### config.mk
export PLATFORM = sky130hd
export DESIGN_NAME = regfile_wb_arbiter
export DESIGN_NICKNAME = d
export VERILOG_FILES = /design/src/rtl/regfile_wb_arbiter.sv
export SDC_FILE = /design/constraint.sdc
export NUM_CORES = 1
export LEC_CHECK = 0
export BUFFER_PORTS_ARGS = -buffer_cell sky130_fd_sc_hd__buf_2
export CAP_MARGIN = 20
export CORE_AREA = 2 2 138 140
export CTS_CLUSTER_SIZE = 20
export DETAILED_ROUTE_END_ITERATION = 10
export DIE_AREA = 0 0 140 142
export GPL_ROUTABILITY_DRIVEN = 1
export PLACE_DENSITY_LB_ADDON = 0.2
export SETUP_SLACK_MARGIN = 0.05
export SYNTH_ARGS = -nofsm -noshare
export SYNTH_HDL_FRONTEND = slang
export SYNTH_SLANG_ARGS = --single-unit
### constraint.sdc
create_clock -name CLK -period 11 [get_ports CLK]
set_input_delay 1.65 -clock CLK [delete_from_list [all_inputs] [get_ports CLK]]
set_output_delay 1.65 -clock CLK [all_outputs]
set_load 0.03 [all_outputs]
### src/rtl/regfile_wb_arbiter.sv
// Register-file write-back arbiter with a zeroing sweep.
// NREQ producers each get a one-entry holding buffer and a valid/ready handshake.
// Each cycle one buffered write is granted onto the registered write port.
// A sweep sequencer writes zero to r1..r(2^AW-1) without resetting the register file.
// Optional macro WB_ARB_FIXED_PRIO_EN selects fixed priority (lowest index wins)
// instead of round-robin.
module regfile_wb_arbiter #(
    parameter int NREQ = 3,
    parameter int DW   = 32,
    parameter int AW   = 5
) (
    input  logic               CLK,
    input  logic               RST,
    input  logic [NREQ-1:0]    req_valid,
    input  logic [NREQ*AW-1:0] req_reg,
    input  logic [NREQ*DW-1:0] req_data,
    output logic [NREQ-1:0]    req_ready,
    input  logic               clr_start,
    output logic               RegWre,
    output logic [AW-1:0]      WriteReg,
    output logic [DW-1:0]      WriteData,
    output logic               busy,
    output logic               clr_done
);

    localparam int PW = (NREQ > 1) ? $clog2(NREQ) : 1;
    localparam logic [AW-1:0] LastReg = '1;

    typedef enum logic {StArb, StSweep} state_t;

    state_t          state_q, state_d;
    logic [AW-1:0]   cnt_q, cnt_d;
    logic [NREQ-1:0] pend_q;
    logic [AW-1:0]   preg_q  [NREQ];
    logic [DW-1:0]   pdata_q [NREQ];
    logic [NREQ-1:0] grant;
    logic [NREQ-1:0] accept;
    logic            any_grant;
    logic [PW-1:0]   gidx;
    logic            wre_d, done_d;
    logic [AW-1:0]   wreg_d;
    logic [DW-1:0]   wdata_d;

`ifdef WB_ARB_FIXED_PRIO_EN
    // Fixed priority: lowest pending index wins; nothing granted during a sweep.
    always_comb begin
        grant     = '0;
        any_grant = 1'b0;
        gidx      = '0;
        if (state_q == StArb) begin
            for (int i = 0; i < NREQ; i++) begin
                if (!any_grant && pend_q[i]) begin
                    grant[i]  = 1'b1;
                    any_grant = 1'b1;
                    gidx      = PW'(i);
                end
            end
        end
    end
`else
    logic [PW-1:0] ptr_q;

    // Round-robin: first pending index at or after the pointer, searching cyclically.
    always_comb begin
        int            idx_w;
        logic [PW-1:0] cand;
        grant     = '0;
        any_grant = 1'b0;
        gidx      = '0;
        idx_w     = 0;
        cand      = '0;
        if (state_q == StArb) begin
            for (int j = 0; j < NREQ; j++) begin
                idx_w = int'(ptr_q) + j;
                if (idx_w >= NREQ) idx_w = idx_w - NREQ;
                cand = PW'(idx_w);
                if (!any_grant && pend_q[cand]) begin
                    grant[cand] = 1'b1;
                    any_grant   = 1'b1;
                    gidx        = cand;
                end
            end
        end
    end

    // Pointer moves past the winner; it only moves on a grant, so it freezes in a sweep.
    always_ff @(posedge CLK or posedge RST) begin
        if (RST) begin
            ptr_q <= '0;
        end else if (any_grant) begin
            ptr_q <= (gidx == PW'(NREQ - 1)) ? '0 : gidx + 1'b1;
        end
    end
`endif

    // A buffer that is being drained this cycle can take a new entry at the same time.
    assign req_ready = (state_q == StArb) ? (~pend_q | grant) : '0;
    assign accept    = req_valid & req_ready;
    assign busy      = (state_q == StSweep);

    // Holding buffers: fill on accept (r0 writes are dropped), clear on grant.
    always_ff @(posedge CLK or posedge RST) begin
        if (RST) begin
            pend_q <= '0;
            for (int i = 0; i < NREQ; i++) begin
                preg_q[i]  <= '0;
                pdata_q[i] <= '0;
            end
        end else begin
            for (int i = 0; i < NREQ; i++) begin
                if (accept[i] && (req_reg[i*AW +: AW] != '0)) begin
                    pend_q[i]  <= 1'b1;
                    preg_q[i]  <= req_reg[i*AW +: AW];
                    pdata_q[i] <= req_data[i*DW +: DW];
                end else if (grant[i]) begin
                    pend_q[i] <= 1'b0;
                end
            end
        end
    end

    // Next state, sweep counter and next write-port values.
    always_comb begin
        state_d = state_q;
        cnt_d   = cnt_q;
        wre_d   = 1'b0;
        wreg_d  = WriteReg;
        wdata_d = WriteData;
        done_d  = 1'b0;
        case (state_q)
            StArb: begin
                if (clr_start) begin
                    state_d = StSweep;
                    cnt_d   = AW'(1);
                end
                // A grant in the clr_start cycle still issues ahead of the sweep.
                if (any_grant) begin
                    wre_d   = 1'b1;
                    wreg_d  = preg_q[gidx];
                    wdata_d = pdata_q[gidx];
                end
            end
            StSweep: begin
                wre_d   = 1'b1;
                wreg_d  = cnt_q;
                wdata_d = '0;
                cnt_d   = cnt_q + 1'b1;
                if (cnt_q == LastReg) begin
                    done_d  = 1'b1;
                    state_d = StArb;
                end
            end
            default: state_d = StArb;
        endcase
    end

    // State and registered write-port outputs.
    always_ff @(posedge CLK or posedge RST) begin
        if (RST) begin
            state_q   <= StArb;
            cnt_q     <= '0;
            RegWre    <= 1'b0;
            WriteReg  <= '0;
            WriteData <= '0;
            clr_done  <= 1'b0;
        end else begin
            state_q   <= state_d;
            cnt_q     <= cnt_d;
            RegWre    <= wre_d;
            WriteReg  <= wreg_d;
            WriteData <= wdata_d;
            clr_done  <= done_d;
        end
    end

endmodule

Word-level counts from Yosys, hierarchy flattened
Cells that the tools add are included.
Cells by class
  add/subtract/negate cells: 7
  $lt $le $gt $ge: 10
  eq/ne operators: 4
  multiplexer cells: 61
  bitwise gates (word level): 7
  reductions and logical operators: 16
Operators with widths (count)
  2-to-1 mux 32 bit: 3
  binary-select mux 32 bit (select 2 bit): 1
  case mux 32 bit (2 select lines): 1
  2-to-1 mux 1 bit: 23
  2-to-1 mux 2 bit: 11
  2-to-1 mux 3 bit: 7
  2-to-1 mux 5 bit: 4
  case mux 5 bit (2 select lines): 2
  nonzero test 5 bit: 3
  binary-select mux 5 bit (select 2 bit): 1
  less-than comparator 2 x 3 -> 1 bit (second input constant): 3
  bitwise OR 3 bit: 3
  logical AND 1 bit: 8
  binary-select mux 1 bit (select 2 bit): 3
  demux 1 bit (select 2 bit): 3
  >= comparator 2 x 1 -> 1 bit (second input constant): 3
  >= comparator 3 x 2 -> 1 bit (second input constant): 2
  nonzero test 2 bit: 3
  subtractor 2 bit (second input constant): 3
  adder 5 x 1 -> 5 bit (second input constant): 1
  equality test 5 bit (second input constant): 1
  inequality test 2 bit (second input constant): 2
  case mux 1 bit (2 select lines): 2
  adder 2 x 1 -> 3 bit (second input constant): 1
  10 further kinds: 11
Word-level totals
  register bits after elaboration: 161
  output and inout port bits: 43

Depth between registers and ports, before layout
  depth after elaboration: 21
  gate-level depth with buffers: 10

Least setup slack after synthesis
No wires, ideal clock.
  path kind: register to output
  start: register ptr_q[0]
  end: output port req_ready[1]
  arrival time: 2.091 ns
  slack: 7.259 ns
  stages on the path, launching flop included: 8
  buffers on the path: 0
  cell sequence: dfrtp_1 -> inv_1 -> ha_1 -> nand2b_1 -> or4_4 -> a21oi_4 -> a21oi_2 -> a21oi_1
On the way
  cells in the longest elaborated chain, start to end: 17
  elaborated cells between the ends (all ways): 53
  classes of those cells: add/sub (5); order compare (9); mux (29); bitwise (3); reduce/logical (7)
Ends and longest elaborated chain
  start: declaration: RTL line 61  | logic [PW-1:0] ptr_q;
  start signal: assignment: RTL line 91  | ptr_q <= (gidx == PW'(NREQ - 1)) ? '0 : gidx + 1'b1;
  parallel branches: the longest is 13 deep, another holds adder 2 x 1 -> 3 bit
  2-to-1 mux 3 bit *: RTL line 77  | if (!any_grant && pend_q[cand]) begin
  2-to-1 mux 3 bit *: RTL line 72  | if (state_q == StArb) begin
  bitwise OR 3 bit *: RTL line 97  | assign req_ready = (state_q == StArb) ? (~pend_q | grant) : '0;
  2-to-1 mux 3 bit *: RTL line 97
  end: declaration: RTL line 17  | output logic [NREQ-1:0] req_ready,
Mark *: on every way between the ends. The select of a mux whose other input is x is not followed.

Worst setup path in the final report
Same ends and word-level chain as after synthesis.

==> impl_metrics.py <==
metrics = {
    "global_route": {
        "grt_overflow_total": 0,
        "grt_pass1_wl_um": 29200,
        "grtUsageTotal": 0.192,
        "grt_max_degree": 86,
        "antenna_found_initial": 2,
        "grt_pass1_vias": 5428,
    },
    "floorplan": {
        "design.die.area_um2": 19900,
        "die_w_um": 140,
        "initial_core_util": 0.389,
        "core_um2": 18500,
        "io_pins": 160,
        "fp.dieH_um": 142,
        "core.rowCount": 50,
    },
    "critical_path": {
        "cp-start-kind": "flop",
        "cp_num_buf_inv": 2,
        "cp_max_fo": 11,
        "max_stage_delay_ps": 470,
        "crit_path_cell_trace": "inv_1, ha_1, nand2b_1, or4_4, a21oi_4, a21oi_2, a21oi_1, buf_2",
        "endpoint_kind": "output port",
        "crit_cells": 8,
        "r2r_slack_ps": 7570,
        "r2r_end": "WriteData[8]$_DFFE_PP0P_",
        "slowest_stage": "ha_1",
        "crit_family": "simple AND/OR/NAND/NOR gates",
        "cp-endpoint": "req_ready[1]",
        "r2r_start": "ptr_q[0]$_DFFE_PP0P_",
        "worstSetupPathType": "flop to output port",
        "crit_arrival_ps": 2770,
        "r2r_cells": 9,
        "crit_start": "ptr_q[0]$_DFFE_PP0P_",
        "crit_required_ps": 9350,
    },
    "clock_network": {
        "cts_root_buffer": "clkbuf_16",
        "cts_made_buffers": 17,
        "post_cts_buffers": 0,
        "cts.sinks": 161,
        "tritoncts": "yes",
        "cts.htree.levels": 4,
        "clk_pin_slew_ps": 60,
        "cts_resized": 0,
        "cts_hold_buf": 0,
        "cts_buffer_depth": 2,
        "clk_latency_ps": 420,
    },
    "sta": {
        "fin_crit_sh": 0.402,
        "maxSlewHeadroom": 0.309,
        "hold_viol": 0,
        "finClkSkew_ps": 11.0,
        "setup_viol": 0,
        "final_max_slew_viol_count": 0,
        "tightest_slew_ps": 1040,
        "fmax_ghz": 0.226,
        "setup-tns-final_ps": 0,
        "min_period_ps": 4420,
        "rsz0062_at_grt": "no",
    },
    "layout": {
        "layout_commonest_cell": "dfrtp_1",
        "nNetsFinal": 832,
        "multi_input_area_um2": 2880,
        "syn2layout_area_growth_pct": 21.5,
        "layout-drive-gt1-share": 0.397,
        "final_cells": 956,
        "seq_area_um2": 4030,
        "final_cell_mix": "dfrtp_1 (160), buf_2 (159), mux2_2 (62)",
        "nFillCells": 1671,
        "utilization": 0.473,
    },
    "synth": {
        "async_reset_ff_frac": 1.00,
        "yosysUniqueCellTypes": 59,
        "synth-edff-count": 0,
        "yosysWarningCount": 0,
        "syn_inst": 559,
        "ys.flop_type": "dfrtp_1",
        "ys_ff_latch": 161,
        "synth.top_cell.area_share": 0.560,
        "syn-num-nets": 682,
        "synth_area_leader_cell": "dfrtp_1",
        "yosysSeqAreaShare": 0.560,
        "synthTopCellsByArea": "dfrtp_1 (56%), mux2_2 (9.7%), mux2_1 (7.5%), a221oi_1 (3.7%), nand2_1 (2.2%)",
        "netlist_area_um2": 7190,
        "syn_area_per_cell_um2": 12.9,
    },
    "drt": {
        "first_iter_violations": 280,
        "drt-total-wl_um": 18500,
        "via_per_inst": 5.27,
        "route.detailed.drc": 8,
        "dr.pass1.iters": 10,
        "final_antenna_net_count": 0,
        "vias": 5038,
        "post_drt_wl_per_cell_um": 19.3,
    },
    "placed_design": {
        "dp_hpwl_um": 12000,
        "gp_congestion": 0.898,
        "port-buffer-count": 159,
        "place_inst": 923,
    },
    "power_and_ir_drop": {
        "p_per_area_nw_per_um2": 268,
        "total_power_w": 0.00234,
        "ir_drop_mv": 0.111,
        "leakage_nw": 4.28,
    },
    "run_status": {
        "violations": "design-rule violations",
        "outcome": "finished with violations",
    },
    "run": {
        "drv_cap": 0,
    },
    "min_path": {
        "hp-class": "flop to flop",
    },
}
-- where the power goes --
group / total, W / switching, W / internal [W]
logic: 0.000872 / 0.000540 / 0.000332
registers: 0.000891 / 0.000117 / 0.000774
clock network: 0.000580 / 0.000234 / 0.000346
-- per-layer routing --
metal  part of all wire  wire length [µm]  vias to the layer above  global-route usage
met5            0.00070                13                        -                   0
met4              0.012               218                        2              0.0590
met3              0.072              1330                       12              0.0636
met2               0.50              9240                      146               0.328
met1               0.42              7660                     2533               0.233
li1                   -                 -                     2345                   -
-- worst register-to-register path, cell delays in order (launching register included) --
cell	delay (ps)
dfrtp_1	390
inv_1	80
ha_1	470
nand2b_1	240
or4_4	440
a21oi_4	230
or2_1	620
buf_4	440
a221oi_1	150
o31ai_2	270
-- final cells by class --
type | instances | share of cell area
clock inverter | 8 | 0.0122
tap | 234 | 0.0335
timing repair buffer | 170 | 0.103
multi-input combinational | 348 | 0.330
sequential | 161 | 0.462
inverter | 11 | 0.00530
antenna | 1 | 0.000287
clock buffer | 23 | 0.0536
-- cells by family after synthesis --
kind of cell	Yosys count	synth area share
flip-flops	161	0.560
multiplexers	114	0.180
AO/OA/AOI/OAI	118	0.135
XOR/XNOR	2	0.00244
adder cells (fa/ha/maj)	6	0.0104
AND/OR/NAND/NOR	108	0.0726
buffers and inverters	50	0.0395
-- synthesized netlist by cell type (2+ instances only) --
cell and count:
o31ai_2 11, o31ai_1 18, buf_6 5, a211oi_1 3, and3_1 4, a31o_2 2, nand2_1 42, nor2b_1 8
nor3_1 2, clkbuf_1 12, a21oi_1 7, o21ai_0 15, a22o_1 5, buf_4 9, mux2i_1 3, or4_1 3
dfrtp_1 161, mux2_1 48, a22oi_1 2, nor4b_1 2, a21oi_2 2, o22ai_1 2, inv_1 10, nor2_1 35
mux2_2 62, nand2b_1 3, a21oi_4 2, a222oi_1 4, buf_2 11, o21ai_1 3, a221oi_1 30, ha_1 6
-- flip-flops by register name, summed over array words and instances (netlist names) --
register and count:
pdata_q 96, WriteData 32, preg_q 15, WriteReg 5, cnt_q 5, pend_q 3, ptr_q 2, RegWre 1
busy 1, clr_done 1
-- metrics by stage --
step | hold slack (ps) | area, µm² | worst slack [ps]
final | 471 | 8730 | 6580
after global routing | 492 | 8730 | 6440
after CTS | 477 | 8700 | 6560
after detailed placement | 463 | 8130 | 7030
after global placement | 455 | 8120 | 7080
after floorplan | 441 | 7190 | 5000
-- how the worst min path moves through the flow --
stage	end	start	cells past startpoint
CTS	WriteData[3]$_DFFE_PP0P_	pdata_q[67]$_DFFE_PP0P_	2
floorplan	WriteData[13]$_DFFE_PP0P_	pdata_q[77]$_DFFE_PP0P_	2
global route	WriteData[16]$_DFFE_PP0P_	pdata_q[80]$_DFFE_PP0P_	2
finish	WriteData[16]$_DFFE_PP0P_	pdata_q[80]$_DFFE_PP0P_	2
global placement	WriteData[25]$_DFFE_PP0P_	pdata_q[89]$_DFFE_PP0P_	2
detailed placement	WriteData[16]$_DFFE_PP0P_	pdata_q[80]$_DFFE_PP0P_	2
Power figures use the tool's default switching activity.
